`config.mk`:
```
export PLATFORM = sky130hd
export DESIGN_NAME = sad_reduce_stage
export DESIGN_NICKNAME = d
export VERILOG_FILES = /design/src/rtl/sad_reduce_stage.sv
export SDC_FILE = /design/constraint.sdc
export NUM_CORES = 2
export LEC_CHECK = 0
export CAP_MARGIN = 30
export CELL_PAD_IN_SITES_DETAIL_PLACEMENT = 1
export CELL_PAD_IN_SITES_GLOBAL_PLACEMENT = 2
export CORE_AREA = 5 5 456 458
export CTS_BUF_LIST = sky130_fd_sc_hd__clkbuf_8
export CTS_CLUSTER_SIZE = 12
export DETAILED_ROUTE_END_ITERATION = 7
export DIE_AREA = 0 0 461 463
export DONT_BUFFER_PORTS = 1
export PLACE_DENSITY_LB_ADDON = 0.12
export SETUP_SLACK_MARGIN = 0.02
export SYNTH_ARGS = -nofsm -noshare
export SYNTH_HDL_FRONTEND = slang
export SYNTH_SLANG_ARGS = --single-unit
```
`constraint.sdc`:
```
create_clock -name Clk -period 9.5 [get_ports Clk]
set_clock_uncertainty 0.15 [all_clocks]
set_input_delay 0.95 -clock Clk [delete_from_list [all_inputs] [get_ports Clk]]
set_output_delay 0.95 -clock Clk [all_outputs]
set_load 0.005 [all_outputs]
```
`src/rtl/sad_reduce_stage.sv`:
```
// SAD reduction stage: folds N_IN absolute-difference lanes into N_OUT saturating
// partial sums, with a valid/ready output register and a multi-beat accumulate mode.
module sad_reduce_stage #(
  parameter int DATA_W = 32,
  parameter int N_IN   = 16,
  parameter int N_OUT  = 4,
  parameter int SIDE_W = 256
) (
  input  logic                    Clk,
  input  logic                    Reset,
  input  logic                    mode,
  input  logic                    in_valid,
  output logic                    in_ready,
  input  logic [N_IN*DATA_W-1:0]  in_lanes,
  input  logic                    in_first,
  input  logic                    in_last,
  input  logic [SIDE_W-1:0]       in_side,
  output logic                    out_valid,
  input  logic                    out_ready,
  output logic [N_OUT*DATA_W-1:0] out_lanes,
  output logic [SIDE_W-1:0]       out_side,
  output logic                    out_sat,
  output logic                    out_drop
);

  localparam int G     = N_IN / N_OUT;
  localparam int SUM_W = DATA_W + $clog2(G) + 1;

  if (N_OUT < 1) begin : g_bad_out
    $error("sad_reduce_stage: N_OUT must be >= 1");
  end else if ((N_IN % N_OUT) != 0) begin : g_bad_ratio
    $error("sad_reduce_stage: N_IN must be a multiple of N_OUT");
  end

  typedef enum logic {IDLE, ACCUM} state_t;

  state_t                    state, state_n;
  logic                      mode_q, mode_n;
  logic [N_OUT*DATA_W-1:0]   acc;
  logic                      acc_sat;

  logic [N_OUT*DATA_W-1:0]   grp_sum, add_sum;
  logic [N_OUT-1:0]          grp_sat, add_sat;

  logic accept;
  logic out_load, out_from_acc, acc_load, acc_add, drop;

  assign in_ready = !out_valid || out_ready;
  assign accept   = in_valid && in_ready;

  // Full-width sum then clamp: equivalent to clamping at every adder since all terms are unsigned.
  for (genvar j = 0; j < N_OUT; j++) begin : g_grp
    logic [SUM_W-1:0]  tot;
    logic [DATA_W:0]   acc_tot;

    always_comb begin
      tot = '0;
      for (int unsigned i = 0; i < G; i++)
        tot = tot + SUM_W'(in_lanes[(j*G+i)*DATA_W +: DATA_W]);
    end

    assign grp_sat[j] = |tot[SUM_W-1:DATA_W];
    assign grp_sum[j*DATA_W +: DATA_W] = grp_sat[j] ? '1 : tot[DATA_W-1:0];

    assign acc_tot    = {1'b0, acc[j*DATA_W +: DATA_W]} + {1'b0, grp_sum[j*DATA_W +: DATA_W]};
    assign add_sat[j] = acc_tot[DATA_W];
    assign add_sum[j*DATA_W +: DATA_W] = add_sat[j] ? '1 : acc_tot[DATA_W-1:0];
  end

  always_ff @(posedge Clk) begin
    if (!Reset) begin
      state  <= IDLE;
      mode_q <= 1'b0;
    end else begin
      state  <= state_n;
      mode_q <= mode_n;
    end
  end

  always_comb begin
    state_n      = state;
    mode_n       = mode_q;
    out_load     = 1'b0;
    out_from_acc = 1'b0;
    acc_load     = 1'b0;
    acc_add      = 1'b0;
    drop         = 1'b0;
    if (accept) begin
      unique case (state)
        IDLE: begin
          // A beat without in_first in IDLE still opens a frame.
          if (!mode || in_last) begin
            out_load = 1'b1;
          end else begin
            acc_load = 1'b1;
            mode_n   = mode;
            state_n  = ACCUM;
          end
        end
        ACCUM: begin
          if (!mode_q) begin
            out_load = 1'b1;
            state_n  = IDLE;
          end else if (in_first) begin
            drop = 1'b1;
            if (in_last) begin
              out_load = 1'b1;
              state_n  = IDLE;
            end else begin
              acc_load = 1'b1;
            end
          end else if (in_last) begin
            out_from_acc = 1'b1;
            state_n      = IDLE;
          end else begin
            acc_add = 1'b1;
          end
        end
        default: state_n = IDLE;
      endcase
    end
  end

  always_ff @(posedge Clk) begin
    if (!Reset) begin
      out_valid <= 1'b0;
      out_lanes <= '0;
      out_side  <= '0;
      out_sat   <= 1'b0;
      out_drop  <= 1'b0;
      acc       <= '0;
      acc_sat   <= 1'b0;
    end else begin
      out_drop <= drop;
      if (out_load || out_from_acc) begin
        out_valid <= 1'b1;
        out_lanes <= out_load ? grp_sum : add_sum;
        out_sat   <= out_load ? |grp_sat : (acc_sat || |grp_sat || |add_sat);
        out_side  <= in_side;
      end else if (out_ready) begin
        out_valid <= 1'b0;
      end
      if (acc_load) begin
        acc     <= grp_sum;
        acc_sat <= |grp_sat;
      end else if (acc_add) begin
        acc     <= add_sum;
        acc_sat <= acc_sat || |grp_sat || |add_sat;
      end
    end
  end

endmodule

```
# Word-level counts from Yosys, hierarchy flattened
# Cells that the tools add are included.
[word_totals] reg_bits=518 out_inout_bits=388 word_cells=84
[classes] addsub=16 muxes=39 bitwise_logic=2 n_reduce_logical=18
[op_table] cell="2-to-1 mux 128 bit" count=3
[op_table] cell="adder 32 x 32 -> 33 bit" count=8
[op_table] cell="2-to-1 mux 32 bit" count=8
[op_table] cell="adder 34 x 32 -> 35 bit" count=4
[op_table] cell="adder 33 x 32 -> 34 bit" count=4
[op_table] cell="2-to-1 mux 1 bit" count=25
[op_table] cell="OR reduction 12 bit" count=1
[op_table] cell="OR reduction 3 bit" count=4
[op_table] cell="one-hot mux 1 bit (2 select lines)" count=3
[op_table] cell="logical OR 1 bit" count=5
[op_table] cell="AND reduction 4 bit" count=1
[op_table] cell="nonzero test 2 bit" count=2
[op_table] cell="OR reduction 4 bit" count=1
[op_table] cell="AND reduction 3 bit" count=1
[op_table] cell="zero test 1 bit" count=2
[op_table] cell="NOT 1 bit" count=2
[op_table] cell="logical AND 1 bit" count=1

# Logic depth before layout (Yosys ltp)
[logic_depth] depth_word=10 mapped_depth=32 mapped_depth_nobuf=28

# Least setup slack after synthesis
# OpenSTA, ideal clock, no wires.
[synth_timing] path_kind="input to register" start="input port in_lanes[137]" end="register out_lanes[45]" setup_ns=0.115 arrival_ns=7.333 t_required_ns=9.235 slack_ns=1.903 stages=29 path_buffers=5 cell_sequence="inv_1 fa_1 fa_1 inv_1 ha_1 a21o_1 a221o_1 a21oi_2 a311oi_1 o31ai_1 a31oi_1 or4b_1 buf_2 and2_1 buf_6 clkbuf_1 or2_1 ha_1 or3_1 o21ai_0 a2111oi_0 nor3b_1 nand4_1 a41o_1 buf_2 buf_2 o21ai_0 nand2_1 o21a_1"
[synth_between] elab_chain_cells=8
[synth_rtl] element="from (decl)" line_no="14" source="input logic [N_IN*DATA_W-1:0] in_lanes,"
[synth_rtl] element="adder 32 x 32 -> 33 bit (*)" line_no="59" source="tot = tot + SUM_W'(in_lanes[(j*G+i)*DATA_W +: DATA_W]);"
[synth_rtl] element="adder 33 x 32 -> 34 bit (*)" line_no="59"
[synth_rtl] element="adder 34 x 32 -> 35 bit (*)" line_no="59"
[synth_rtl] element="OR reduction 3 bit" line_no="62" source="assign grp_sat[j] = |tot[SUM_W-1:DATA_W];"
[synth_rtl] element="2-to-1 mux 32 bit (*)" line_no="63" source="assign grp_sum[j*DATA_W +: DATA_W] = grp_sat[j] ? '1 : tot[DATA_W-1:0];"
[synth_rtl] element="adder 32 x 32 -> 33 bit" line_no="65" source="assign acc_tot = {1'b0, acc[j*DATA_W +: DATA_W]} + {1'b0, grp_sum[j*DATA_W +: DATA_W]};"
[synth_rtl] element="2-to-1 mux 32 bit" line_no="67" source="assign add_sum[j*DATA_W +: DATA_W] = add_sat[j] ? '1 : acc_tot[DATA_W-1:0];"
[synth_rtl] element="2-to-1 mux 128 bit (*)" line_no="137" source="out_lanes <= out_load ? grp_sum : add_sum;"
[synth_rtl] element="to (signal assigned)" line_no="137"
[synth_rtl] element="to (decl)" line_no="20" source="output logic [N_OUT*DATA_W-1:0] out_lanes,"
# Mark *: on every way between the ends. The rest lies on a longest branch, timed or not.
# A chain may end at the register's enable or synchronous reset.

# Final worst setup path
[layout_timing] start="input port in_lanes[387]" end="register out_lanes[108]"
# The elaborated chain is that of the path after synthesis.

==> qor.csv <==
metric,value,unit
vias in the first global route,42300,
RSZ-0062 raised after global routing,false,
layout cells sized above 1,0.0595,
Final Hold Fails,0,
"top cells by area, synth","dfxtp_1 25%, fa_1 13%, nand2_1 8.5%, ha_1 7.9%, inv_1 7.2%",
Ys Warns,0,
CTS sink cnt,518,
status,"finished, final reports clean",
relative slew slack,0.280,
synthesized area per cell,7.63,um^2
Synth Instances,5424,
Root Buffer,clkbuf_8,
chip height,463,um
# H-tree levels,3,
"count leader, synth",nand2_1,
max cap viols,0,
TritonCTS clock tree,yes,
Ports,1163,
post-synthesis sequential area ratio,0.251,
GRT Overall Usage,0.194,
worst-margin pin slew,1.08,ns
PortBufs,0,
register bit total from synthesis,518,
via count,39000,
full die area,213000,um^2
Tcrit/Tclk final,0.873,
CP Max Fanout,23,
WS Path Type,in2reg,
pin count of the biggest net entering global routing,169,
TritonCTS buffer count,112,
setup bufs post-CTS,0,
Iteration-0 DRC Markers,1761,
dominant cell type by area after synthesis,dfxtp_1,
max-slew violation count,0,
post-synth cell types,90,
Clock Latency Late Sink,0.87,ns
routed length per instance,25.8,um
Total Neg Setup Slack,0,ns
routability congestion estimate,0.831,
P&R area growth vs syn,18.8,%
cell area after synthesis,41400,um^2
crit path DAT,8.90,ns
Core Region,204000,um^2
DRC Markers,0,
Synthesized Nets,6719,
Setup crit end kind,register,
final wirelength,216,mm
Post-synth top cells,"937 x nand2_1, 792 x inv_1, 574 x a21oi_1, 518 x dfxtp_1",
reg-to-reg startpoint,acc[96]$_SDFFE_PN0P_,
Hold Path End,out_side[28]$_SDFFE_PN0P_,
first-pass GRT wire length,306,mm
Worst-path clk slew,0.06,ns
"non-filler cells, final",8368,
Via density,4.66,
Synth top area share,0.251,
Cells after DPL,7925,
ys flop type,dfxtp_1,
placed inst area,44500,um^2
maximum VDD drop,0.115,mV
hold path start,in_side[28],
"EDFF count, synth",0,
reg2reg setup slack,5.21,ns
post-synthesis async set-or-reset flop share,0,
starting density of the core,0.203,
Util after Layout,0.242,
Die Span X,461,um
Routed Antenna Nets,0,
initial antenna violation count,52,
HP Class,in2reg,
startpoint types,input port,
Final #Nets,6865,
# rows,166,
hold_ws,0.142,ns
Final Cell Area,49200,um^2
final setup vio count,0,
hpwl dp,169,mm
worst hold stages,2,
reg2reg end,out_lanes[108]$_SDFFE_PN0P_,
GRT overflow,0,
Fmax achieved,0.121,GHz
leakage,22.1,nW
CP required,10.10,ns
TritonRoute pass-1 iters,6,
cells on worst reg2reg path,13,
final worst path period need,8.30,ns
pwr/cell area,288,nW/um^2
CTS max path bufs,3,
[per-layer routing]
| metal | part of all wire | GRT usage | vias to the layer above |
|---|---|---|---|
| li1 | - | - | 18500 |
| met3 | 0.058 | 0.0460 | 247 |
| met4 | 0.028 | 0.0590 | 28 |
| met2 | 0.51 | 0.358 | 915 |
| met5 | 0.00090 | 0 | - |
| met1 | 0.40 | 0.218 | 19300 |
[stage by stage]
stage / setup WS [ns] / power [mW]
finish: 1.20 / 14.2
detailed placement: 0.249 / 11.5
global placement: 0.228 / 11.5
global route: 0.638 / 15.4
floorplan: 1.90 / 8.51
CTS: 1.19 / 14.5
[state kept, by name, indices dropped and copies added (netlist names)]
name / cells
out_lanes: 128
out_sat: 1
out_valid: 1
out_side: 256
mode_q: 1
acc_sat: 1
state: 1
acc: 128
out_drop: 1
[area by class of cell]
class / count / area, um^2
fillers: 24300 / 154000
multi-input cells: 3852 / 27100
flip-flops and latches: 518 / 10400
well taps: 2688 / 3360
inverters: 793 / 2980
repair buffers: 293 / 2850
clock buffers: 141 / 1940
clock inverters: 64 / 518
diodes: 19 / 47.5
[worst max path at each step]
stage	endpoint	cells past startpoint	start	slack [ns]
6_report	out_lanes[108]$_SDFFE_PN0P_	27	in_lanes[387]	1.20
4_1_cts	acc[110]$_SDFFE_PN0P_	28	in_lanes[386]	1.19
5_1_grt	acc[73]$_SDFFE_PN0P_	27	in_lanes[257]	0.64
2_1_floorplan	out_lanes[45]$_SDFFE_PN0P_	29	in_lanes[137]	1.90
3_3_place_gp	acc[110]$_SDFFE_PN0P_	28	in_lanes[386]	0.23
3_5_place_dp	acc[110]$_SDFFE_PN0P_	28	in_lanes[386]	0.25
[cells by family after synthesis]
group                      Yosys count  synth area share
buffers and inverters             1054            0.0971
DFF                                518             0.251
AOI/OAI and AO/OA                 1537             0.238
xor gates and xnor gates           201            0.0425
and+or+nand+nor                   1587             0.166
adders and majority gates          520             0.204
muxes                                7           0.00175
[power by group]
| part | internal, mW | switching (mW) | total, mW | leakage, nW |
|---|---|---|---|---|
| combinational | 3.15 | 5.50 | 8.66 | 16.5 |
| clock | 1.51 | 1.27 | 2.78 | 1.41 |
| sequential | 2.41 | 0.322 | 2.73 | 4.25 |
[cells in the final DEF (no fill, tap or decap), types with 13 or more instances in the layout]
cell / Yosys / layout
a211oi_1: 22 / 22
a21boi_0: 13 / 13
a21o_1: 146 / 146
a21oi_1: 574 / 574
a221oi_1: 19 / 19
a222oi_1: 19 / 19
a22o_1: 18 / 18
a22oi_1: 40 / 40
a31oi_1: 79 / 79
and2_1: 46 / 45
and3_1: 37 / 37
buf_4: 2 / 68
clkbuf_8: 0 / 141
clkinv_2: 0 / 13
dfxtp_1: 518 / 518
diode_2: 0 / 19
dlygate4sd3_1: 0 / 217
fa_1: 260 / 260
ha_1: 260 / 260
inv_1: 792 / 830
nand2_1: 937 / 935
nand2b_1: 48 / 48
nand3_1: 85 / 85
nand4_1: 26 / 26
nor2_1: 237 / 231
nor2b_1: 28 / 27
nor3_1: 59 / 57
o211ai_1: 41 / 41
o21a_1: 38 / 38
o21ai_0: 254 / 254
o21ai_1: 22 / 22
o21bai_1: 32 / 32
o221a_2: 38 / 38
o31ai_1: 28 / 28
or3_1: 25 / 23
xnor2_1: 108 / 108
xor2_1: 93 / 93
[repair_timing]
action / in CTS / in global routing
resized for setup: 0 / 0
hold buffers: 218 / 0
endpoints found under the hold margin: 227 / 0
[critical path, stage by stage]
cell	delay [ns]
inv_1	0.03
fa_1	0.54
fa_1	0.51
inv_1	0.04
ha_1	0.37
o211ai_1	0.14
o211a_1	0.25
o21ai_0	0.40
buf_4	0.20
a21oi_1	0.09
o31a_1	0.41
o21ai_0	0.42
mux2_2	0.51
buf_4	0.26
nand2b_1	0.23
inv_1	0.09
fa_1	0.42
nand2b_1	0.19
a21oi_1	0.23
o22a_1	0.29
a21o_1	0.29
o21ai_1	0.19
o21ai_0	0.41
o22a_1	0.56
buf_4	0.40
o21ai_0	0.20
a31oi_1	0.22
Note: power is estimated with default switching activity, not from simulation.
